## config.mk

```make
export PLATFORM = sky130hd
export DESIGN_NAME = minterm_sweep_ctrl_flat
export DESIGN_NICKNAME = d
export VERILOG_FILES = /design/src/rtl/minterm_sweep_if.sv /design/src/rtl/minterm_sweep_ctrl.sv /design/src/flat_wrapper.sv
export SDC_FILE = /design/constraint.sdc
export NUM_CORES = 1
export LEC_CHECK = 0
export ABC_AREA = 1
export CAP_MARGIN = 10
export CORE_MARGIN = 3
export CORE_UTILIZATION = 49
export DETAILED_ROUTE_END_ITERATION = 16
export PLACE_DENSITY_LB_ADDON = 0.12
export SYNTH_ARGS = -nofsm -noshare
export SYNTH_HDL_FRONTEND = slang
export SYNTH_SLANG_ARGS = --single-unit
```

## constraint.sdc

```tcl
create_clock -name clk -period 4.2 [get_ports clk]
set_input_delay 0.42 -clock clk [delete_from_list [all_inputs] [get_ports clk]]
set_output_delay 0.42 -clock clk [all_outputs]
set_load 0.02 [all_outputs]
```

## src/rtl/minterm_sweep_if.sv

```systemverilog
// minterm_sweep_if: bundle between the sweep controller (master) and its user/generator side (slave)
//   start         sweep request
//   f1..f3        function-generator outputs fed back for capture
//   in            select code driven to the generator
//   busy, done    sweep status; done is a one-cycle completion pulse
//   tt_f1..tt_f3  captured truth tables, bit i = value at code i
//   mismatch      sticky deviation flag against the expected masks
interface minterm_sweep_if #(
    parameter int WIDTH = 3
);
    localparam int N = 2 ** WIDTH;
    logic             start;
    logic             f1;
    logic             f2;
    logic             f3;
    logic [WIDTH-1:0] in;
    logic             busy;
    logic             done;
    logic [N-1:0]     tt_f1;
    logic [N-1:0]     tt_f2;
    logic [N-1:0]     tt_f3;
    logic             mismatch;
    modport master (
        input  start, f1, f2, f3,
        output in, busy, done, tt_f1, tt_f2, tt_f3, mismatch
    );
    modport slave (
        output start, f1, f2, f3,
        input  in, busy, done, tt_f1, tt_f2, tt_f3, mismatch
    );
endinterface

```

## src/rtl/minterm_sweep_ctrl.sv

```systemverilog
// minterm_sweep_ctrl: steps a select code through every minterm, captures f1..f3 truth tables, flags deviations
//   clk    rising-edge clock
//   reset  synchronous active-high reset
//   bus    minterm_sweep_if master: start/f1..f3 in; in/busy/done/tt_f1..3/mismatch out
module minterm_sweep_ctrl #(
    parameter int                    WIDTH  = 3,
    parameter int                    SETTLE = 2,
    parameter logic [2**WIDTH-1:0]   EXP_F1 = 8'b1010_0010,
    parameter logic [2**WIDTH-1:0]   EXP_F2 = 8'b1011_1001,
    parameter logic [2**WIDTH-1:0]   EXP_F3 = 8'b1000_1010
) (
    input logic          clk,
    input logic          reset,
    minterm_sweep_if.master bus
);
    localparam int N  = 2 ** WIDTH;
    localparam int CW = $clog2(SETTLE + 1);
    localparam logic [CW-1:0]    CNT_LAST  = CW'(SETTLE - 1);
    localparam logic [WIDTH-1:0] CODE_LAST = WIDTH'(N - 1);

    typedef enum logic [1:0] {S_IDLE, S_SETTLE, S_SAMPLE, S_DONE} state_t;

    state_t        state;
    logic [CW-1:0] cnt;

    always_ff @(posedge clk) begin
        if (reset) begin
            state        <= S_IDLE;
            cnt          <= '0;
            bus.in       <= '0;
            bus.busy     <= 1'b0;
            bus.done     <= 1'b0;
            bus.tt_f1    <= '0;
            bus.tt_f2    <= '0;
            bus.tt_f3    <= '0;
            bus.mismatch <= 1'b0;
        end else begin
            case (state)
                // DONE behaves like IDLE so a held start chains sweeps back to back
                S_IDLE, S_DONE: begin
                    bus.done <= 1'b0;
                    state    <= S_IDLE;
                    if (bus.start) begin
                        state        <= S_SETTLE;
                        cnt          <= '0;
                        bus.in       <= '0;
                        bus.busy     <= 1'b1;
                        bus.tt_f1    <= '0;
                        bus.tt_f2    <= '0;
                        bus.tt_f3    <= '0;
                        bus.mismatch <= 1'b0;
                    end
                end
                S_SETTLE: begin
                    cnt <= cnt + 1'b1;
                    if (cnt == CNT_LAST) state <= S_SAMPLE;
                end
                S_SAMPLE: begin
                    bus.tt_f1[bus.in] <= bus.f1;
                    bus.tt_f2[bus.in] <= bus.f2;
                    bus.tt_f3[bus.in] <= bus.f3;
                    bus.mismatch <= bus.mismatch | (bus.f1 != EXP_F1[bus.in])
                                  | (bus.f2 != EXP_F2[bus.in]) | (bus.f3 != EXP_F3[bus.in]);
                    if (bus.in == CODE_LAST) begin
                        state    <= S_DONE;
                        bus.busy <= 1'b0;
                        bus.done <= 1'b1;
                    end else begin
                        state  <= S_SETTLE;
                        bus.in <= bus.in + 1'b1;
                        cnt    <= '0;
                    end
                end
                default: state <= S_IDLE;
            endcase
        end
    end
endmodule
```

## src/flat_wrapper.sv

```systemverilog
// flat-port wrapper written by rule: the top's interface ports become plain ports
module minterm_sweep_ctrl_flat 
#(
    parameter int                    WIDTH  = 3,
    parameter int                    SETTLE = 2,
    parameter logic [2**WIDTH-1:0]   EXP_F1 = 8'b1010_0010,
    parameter logic [2**WIDTH-1:0]   EXP_F2 = 8'b1011_1001,
    parameter logic [2**WIDTH-1:0]   EXP_F3 = 8'b1000_1010
)
  (clk, reset, bus_start, bus_f1, bus_f2, bus_f3, bus_in, bus_busy, bus_done, bus_tt_f1, bus_tt_f2, bus_tt_f3, bus_mismatch);
  minterm_sweep_if #(.WIDTH(WIDTH)) bus_i ();
  input logic clk;
  input logic reset;
  input wire logic [$bits(bus_i.start)-1:0] bus_start;
  input wire logic [$bits(bus_i.f1)-1:0] bus_f1;
  input wire logic [$bits(bus_i.f2)-1:0] bus_f2;
  input wire logic [$bits(bus_i.f3)-1:0] bus_f3;
  output wire logic [$bits(bus_i.in)-1:0] bus_in;
  output wire logic [$bits(bus_i.busy)-1:0] bus_busy;
  output wire logic [$bits(bus_i.done)-1:0] bus_done;
  output wire logic [$bits(bus_i.tt_f1)-1:0] bus_tt_f1;
  output wire logic [$bits(bus_i.tt_f2)-1:0] bus_tt_f2;
  output wire logic [$bits(bus_i.tt_f3)-1:0] bus_tt_f3;
  output wire logic [$bits(bus_i.mismatch)-1:0] bus_mismatch;
  assign bus_i.start = bus_start;
  assign bus_i.f1 = bus_f1;
  assign bus_i.f2 = bus_f2;
  assign bus_i.f3 = bus_f3;
  assign bus_in = bus_i.in;
  assign bus_busy = bus_i.busy;
  assign bus_done = bus_i.done;
  assign bus_tt_f1 = bus_i.tt_f1;
  assign bus_tt_f2 = bus_i.tt_f2;
  assign bus_tt_f3 = bus_i.tt_f3;
  assign bus_mismatch = bus_i.mismatch;
  minterm_sweep_ctrl #(.WIDTH(WIDTH), .SETTLE(SETTLE), .EXP_F1(EXP_F1), .EXP_F2(EXP_F2), .EXP_F3(EXP_F3)) u_core (.clk(clk), .reset(reset), .bus(bus_i));
endmodule
```

==> qor.yml, run 1 <==
yosysMostFrequentCell: "nand2_1"
wl_met2_mm: 1.62
h-tree-depth: 2
cp.arrival_ps: 2400
dp_slack_ps: 1710
power_density_mw_per_mm2: 289
synth_seq_area_share: 0.431
fin_skew_ps: 15.8
maxCapViolations: 0
post-cts-setup-buffers: 0
max_stage_delay_ps: 480
synth_top_cells_by_count: "nand2_1, dfxtp_1, a21oi_1"
drive_above_1_share: 0.0483
grt_pass1_vias: 1468
root_buffer: "clkbuf_4"
synthSimpleGateAreaFrac: 0.322
ys_async_sr_fraction: 0
seq_area_um2: 741
antenna_left: 0
ios: 36
wl_per_cell_um: 10.8
cts_resized: 0
ys_ff_latch: 37
worstPathRequired_ps: 4430
syn_nets: 266
muxShareOfSynthArea: 0
initial_core_util: 0.537
io_buffers: 35
final_hold_viol_count: 0
path_common_cell: "nand2_1"
cts_buffers: 5
syn-cell-area_mm2: 0.00172
wl_met3_um: 177
rsz0062_at_grt: "no"
end_kind: "flip-flop"
cp-start-kind: "flip-flop"
grt_max_degree: 34
gp_congestion: 0.876
syn_inst: 252
fill_cells: 322
overflow: 0
period_share: 0.516
syn_avg_cell_area_um2: 6.83
setup_ws_ps: 2030
max-vdd-ir-drop_mv: 0.216
synth_top_family_by_area: "simple AND/OR/NAND/NOR gates"
setup_viol: 0
synth-main-ff-cell: "dfxtp_1"
crit_family: "adder cells"
die-width_um: 65.3
antennaDiodeCount: 0
synth_edf_count: 0
max_slew.worst_pin.slew_ps: 528
synth_compound_area_frac: 0.108
finalPower_w: 0.000627
cts_num_sinks: 37
critPathSlowestCell: "ha_1"
fin_tns_setup_ps: 0
drt_iter0_drc: 68
die_y_um: 65.3
multi_input_area_um2: 848
antenna_found_initial: 0
status: "finished clean"
area.growth.synth_to_final_pct: 26.2
cts_tree: "done"
p_leak_nw: 0.869
ys_top_cells_by_area: "dfxtp_1, nand2_1, a21oi_1"
path_buf_inv: 1
dp_hpwl_mm: 2.56
grt_pass1_wl_mm: 6.33
slew_headroom: 0.648
critPathMaxFanout: 15
synth_top_area_share: 0.431
top_layer_used: "met4"
max-clock-path-buffers: 2
core.rowCount: 20
min_path_type: "reg2reg"
synth_top_area_cell: "dfxtp_1"
met1_length_mm: 1.78
core_mm2: 0.00320
totalWireLength_mm: 3.62
dieArea_mm2: 0.00426
grt_usage: 0.188
max_freq_mhz: 461
nets: 303
synth-adder-area-share: 0.0582
vias_per_cell: 4.87
synth_xor_area_frac: 0.00509
holdBufCountCts: 0
ys_warn_count: 0
drc: 0
synth_cell_types: 16
worst_skew_pair.late_latency_ps: 340
finalNonFillerCells: 334
crit_type: "reg2reg"
drt_pass1_iterations: 4
path_clk_slew_ps: 100
vias: 1628
worstPathCellList: "inv_1 > ha_1 > nand2_1 > nand3_1 > nand2_1 > a21oi_1 > ha_1 > nand2_1 > nand2_1"
period_minus_slack_ps: 2170
finalMaxSlewViolations: 0
dp.cells: 325
-- state kept, by name, summed over array words and instances, names as in the netlist, named ones only --
register             flops
u_core.bus.in            3
u_core.bus.mismatch      1
u_core.state             2
u_core.bus.tt_f3         8
u_core.bus.tt_f1         8
u_core.cnt               2
u_core.bus.busy          1
u_core.bus.done          1
u_core.bus.tt_f2         8
-- worst reg2reg max path, delay by kind of cell (launching register included) --
family          cells  cell delay [ps]
compound gates      1              230
buf+inv             1               60
flops               1              340
fa+ha+maj           2              750
simple gates        5              670
-- cell usage in the layout, fill, tap and decap left out --
master / instances
a21oi_1: 34
nand2_2: 2
nand2_1: 104
clkinv_2: 2
buf_16: 1
nor2_1: 14
or2_2: 1
nor2_4: 2
clkbuf_4: 5
clkdlybuf4s50_1: 35
inv_2: 1
clkbuf_1: 1
dfxtp_1: 37
inv_1: 25
ha_1: 8
nand3_1: 14
xnor2_1: 1
o21ai_0: 3
-- metrics by stage --
step / hold WS (ps) / area, um2 / util
5_1_grt: 491 / 2170 / 0.678
3_5_place_dp: 451 / 2090 / 0.653
4_1_cts: 465 / 2140 / 0.669
3_3_place_gp: 443 / 2090 / 0.653
2_1_floorplan: 433 / 1720 / -
6_report: 468 / 2170 / 0.678
-- where the power goes --
part	switching, W	internal, W	leakage (nW)	total (W)
Sequential	0.00000514	0.000358	0.299	0.000363
Clock	0.000109	0.0000638	0.0320	0.000173
Combinational	0.0000598	0.0000308	0.538	0.0000906
Total	0.000174	0.000453	0.869	0.000627
-- final cells by class --
cell class	count	share of cell area
Multi-Input combinational cell	183	0.391
Sequential cell	37	0.341
Timing Repair Buffer	36	0.174
Inverter	26	0.0450
Tap cell	44	0.0254
Clock buffer	6	0.0190
Clock inverter	2	0.00461
-- path summary, 6_finish.rpt --
check,startpoint,end,depth (start not counted),slack (ps)
hold / removal,u_core.bus.mismatch$_SDFFE_PP0P_,u_core.bus.mismatch$_SDFFE_PP0P_,2,470
setup / recovery,u_core.state[0]$_SDFFE_PP0P_,flip-flop,9,2030
setup reg to reg,u_core.state[0]$_SDFFE_PP0P_,flip-flop,9,2030
hold reg to reg,u_core.bus.mismatch$_SDFFE_PP0P_,u_core.bus.mismatch$_SDFFE_PP0P_,2,470
-- metal layers --
layer  track usage  vias to the layer above
met5             0                        -
met3        0.0564                        6
li1              -                      861
met1         0.249                      725
met2         0.291                       36
met4        0.0648                        0
-- cells by family (layout without fill, tap and decap cells) --
family                   after synthesis  count (layout)
AND/OR/NAND/NOR                      137             137
AO/OA/AOI/OAI                         37              37
flip-flops                            37              37
buffers and inverters                 32              70
adder cells (fa/ha/maj)                8               8
XOR/XNOR                               1               1
No activity file was read; power rests on OpenSTA's default activity.
==> run 2, diff against run 1 <==
- CORE_UTILIZATION: 49 -> 45
- clock period: 4.2 -> 1.9 ns (I/O delays scaled with it)
==> run 2 against run 1 <==
  * Final area increased by 6.6%
  * Utilization is 1.5 points lower
  * Sequential share of layout area decreased by 1.9 points
  * Clock skew down 10 ps
  * Combinational power rose to 2.6 times the previous value
  * Hold slack worse by 9.3 ps
  * Largest power group unchanged
==> qor.yml, run 2 (synthesis results as in run 1) <==
gp_congestion: 0.910
vias_per_cell: 4.77
finalMaxSlewViolations: 0
path_clk_slew_ps: 70
fin_tns_setup_ps: 0
cts_tree: "done"
slew_headroom: 0.809
cp.arrival_ps: 1930
dp_slack_ps: 55.5
vias: 1659
grt_pass1_wl_mm: 6.98
cts_buffers: 5
core_mm2: 0.00349
largest_registers: "u_core.bus.tt_f1 x8, u_core.bus.tt_f2 x8, u_core.bus.tt_f3 x8"
dieArea_mm2: 0.00460
worst_skew_pair.late_latency_ps: 290
power_density_mw_per_mm2: 676
critPathSlowestCell: "dfxtp_2"
cts_num_sinks: 37
nets: 315
max_freq_mhz: 573
dp_hpwl_mm: 2.94
finalInstanceArea_mm2: 0.00231
worstPathCellList: "inv_1 > ha_4 > inv_1 > nand2_1 > nand2_2 > nand3_1 > nand2_1 > nor2_4 > inv_1 > ha_1 > nand2_1 > nand2_1"
min_path_type: "reg2reg"
fin_skew_ps: 5.50
path_common_cell: "nand2_1"
max_stage_delay_ps: 340
crit_type: "reg2reg"
holdBufCountCts: 0
critPathMaxFanout: 4
p_leak_nw: 0.927
die_y_um: 67.8
io_buffers: 35
utilization: 0.662
maxCapViolations: 0
worstPathRequired_ps: 2090
final_hold_viol_count: 0
ios: 36
grt_max_degree: 17
die-width_um: 67.8
overflow: 0
period_minus_slack_ps: 1750
max-vdd-ir-drop_mv: 0.405
setup_viol: 0
max-clock-path-buffers: 2
crit_family: "adder cells"
totalWireLength_mm: 4.12
drt_iter0_drc: 83
root_buffer: "clkbuf_8"
cp-start-kind: "flip-flop"
antenna_left: 0
dpl_cell_area_mm2: 0.00218
status: "finished clean"
finalPower_w: 0.00157
h-tree-depth: 2
end_kind: "flip-flop"
drt_pass1_iterations: 4
area.growth.synth_to_final_pct: 34.5
initial_core_util: 0.492
mostFrequentLayoutCell: "nand2_1"
antenna_found_initial: 0
setup_ws_ps: 154
drc: 0
grt_pass1_vias: 1542
wl_per_cell_um: 11.8
final_cell_mix: "nand2_1, clkdlybuf4s50_1, dfxtp_1, a21oi_1, inv_1"
path_buf_inv: 3
drive_above_1_share: 0.113
core.rowCount: 21
grt_usage: 0.202
max_slew.worst_pin.slew_ps: 286
antennaDiodeCount: 0
period_share: 0.919
-- run 2: timing repair --
action / CTS / global route
buffers inserted: 0 / 2
endpoints found under the setup margin: 0 / 4
gates resized for setup: 0 / 8
-- run 2: final cells by class --
class / count / area (um2)
fillers: 320 / 1180
multi-input cells: 183 / 882
flip-flops and latches: 37 / 747
repair buffers: 48 / 448
inverters: 26 / 97.6
clock buffers: 6 / 72.6
well taps: 46 / 57.6
clock inverters: 2 / 10.0
-- run 2: path summary, 6_finish.rpt --
kind,cells past startpoint,slack (ps),endpoint,start
worst max-delay path,12,150,flip-flop,u_core.state[0]$_SDFFE_PP0P_
worst min-delay path,2,460,u_core.bus.mismatch$_SDFFE_PP0P_,u_core.bus.mismatch$_SDFFE_PP0P_
worst max register to register,12,150,flip-flop,u_core.state[0]$_SDFFE_PP0P_
worst min register to register,2,460,u_core.bus.mismatch$_SDFFE_PP0P_,u_core.bus.mismatch$_SDFFE_PP0P_
-- run 2: where the power goes --
| group | switching (W) | leakage, nW | internal [W] | total (W) |
|---|---|---|---|---|
| Clock | 0.000274 | 0.0450 | 0.000254 | 0.000528 |
| Combinational | 0.000145 | 0.582 | 0.0000922 | 0.000237 |
| Sequential | 0.00000965 | 0.301 | 0.000791 | 0.000801 |
| Total | 0.000428 | 0.927 | 0.00114 | 0.00157 |
-- run 2: through the flow --
stage / cells / hold slack (ps)
after floorplan: 252 / 433
after global placement: 338 / 436
after detailed placement: 338 / 454
after CTS: 346 / 465
after global routing: 348 / 479
final: 348 / 459
-- run 2: worst register-to-register path, stage by stage, from the launching register on --
cell	delay [ps]
dfxtp_2	340
inv_1	70
ha_4	290
inv_1	60
nand2_1	70
nand2_2	60
nand3_1	80
nand2_1	100
nor2_4	140
inv_1	50
ha_1	280
nand2_1	70
nand2_1	40
-- run 2: metal layers --
layer	global-route usage	vias up	part of all wire
li1	-	882	-
met1	0.270	725	0.47
met2	0.317	48	0.45
met3	0.0411	4	0.061
met4	0.0819	0	0.010
met5	0	-	0
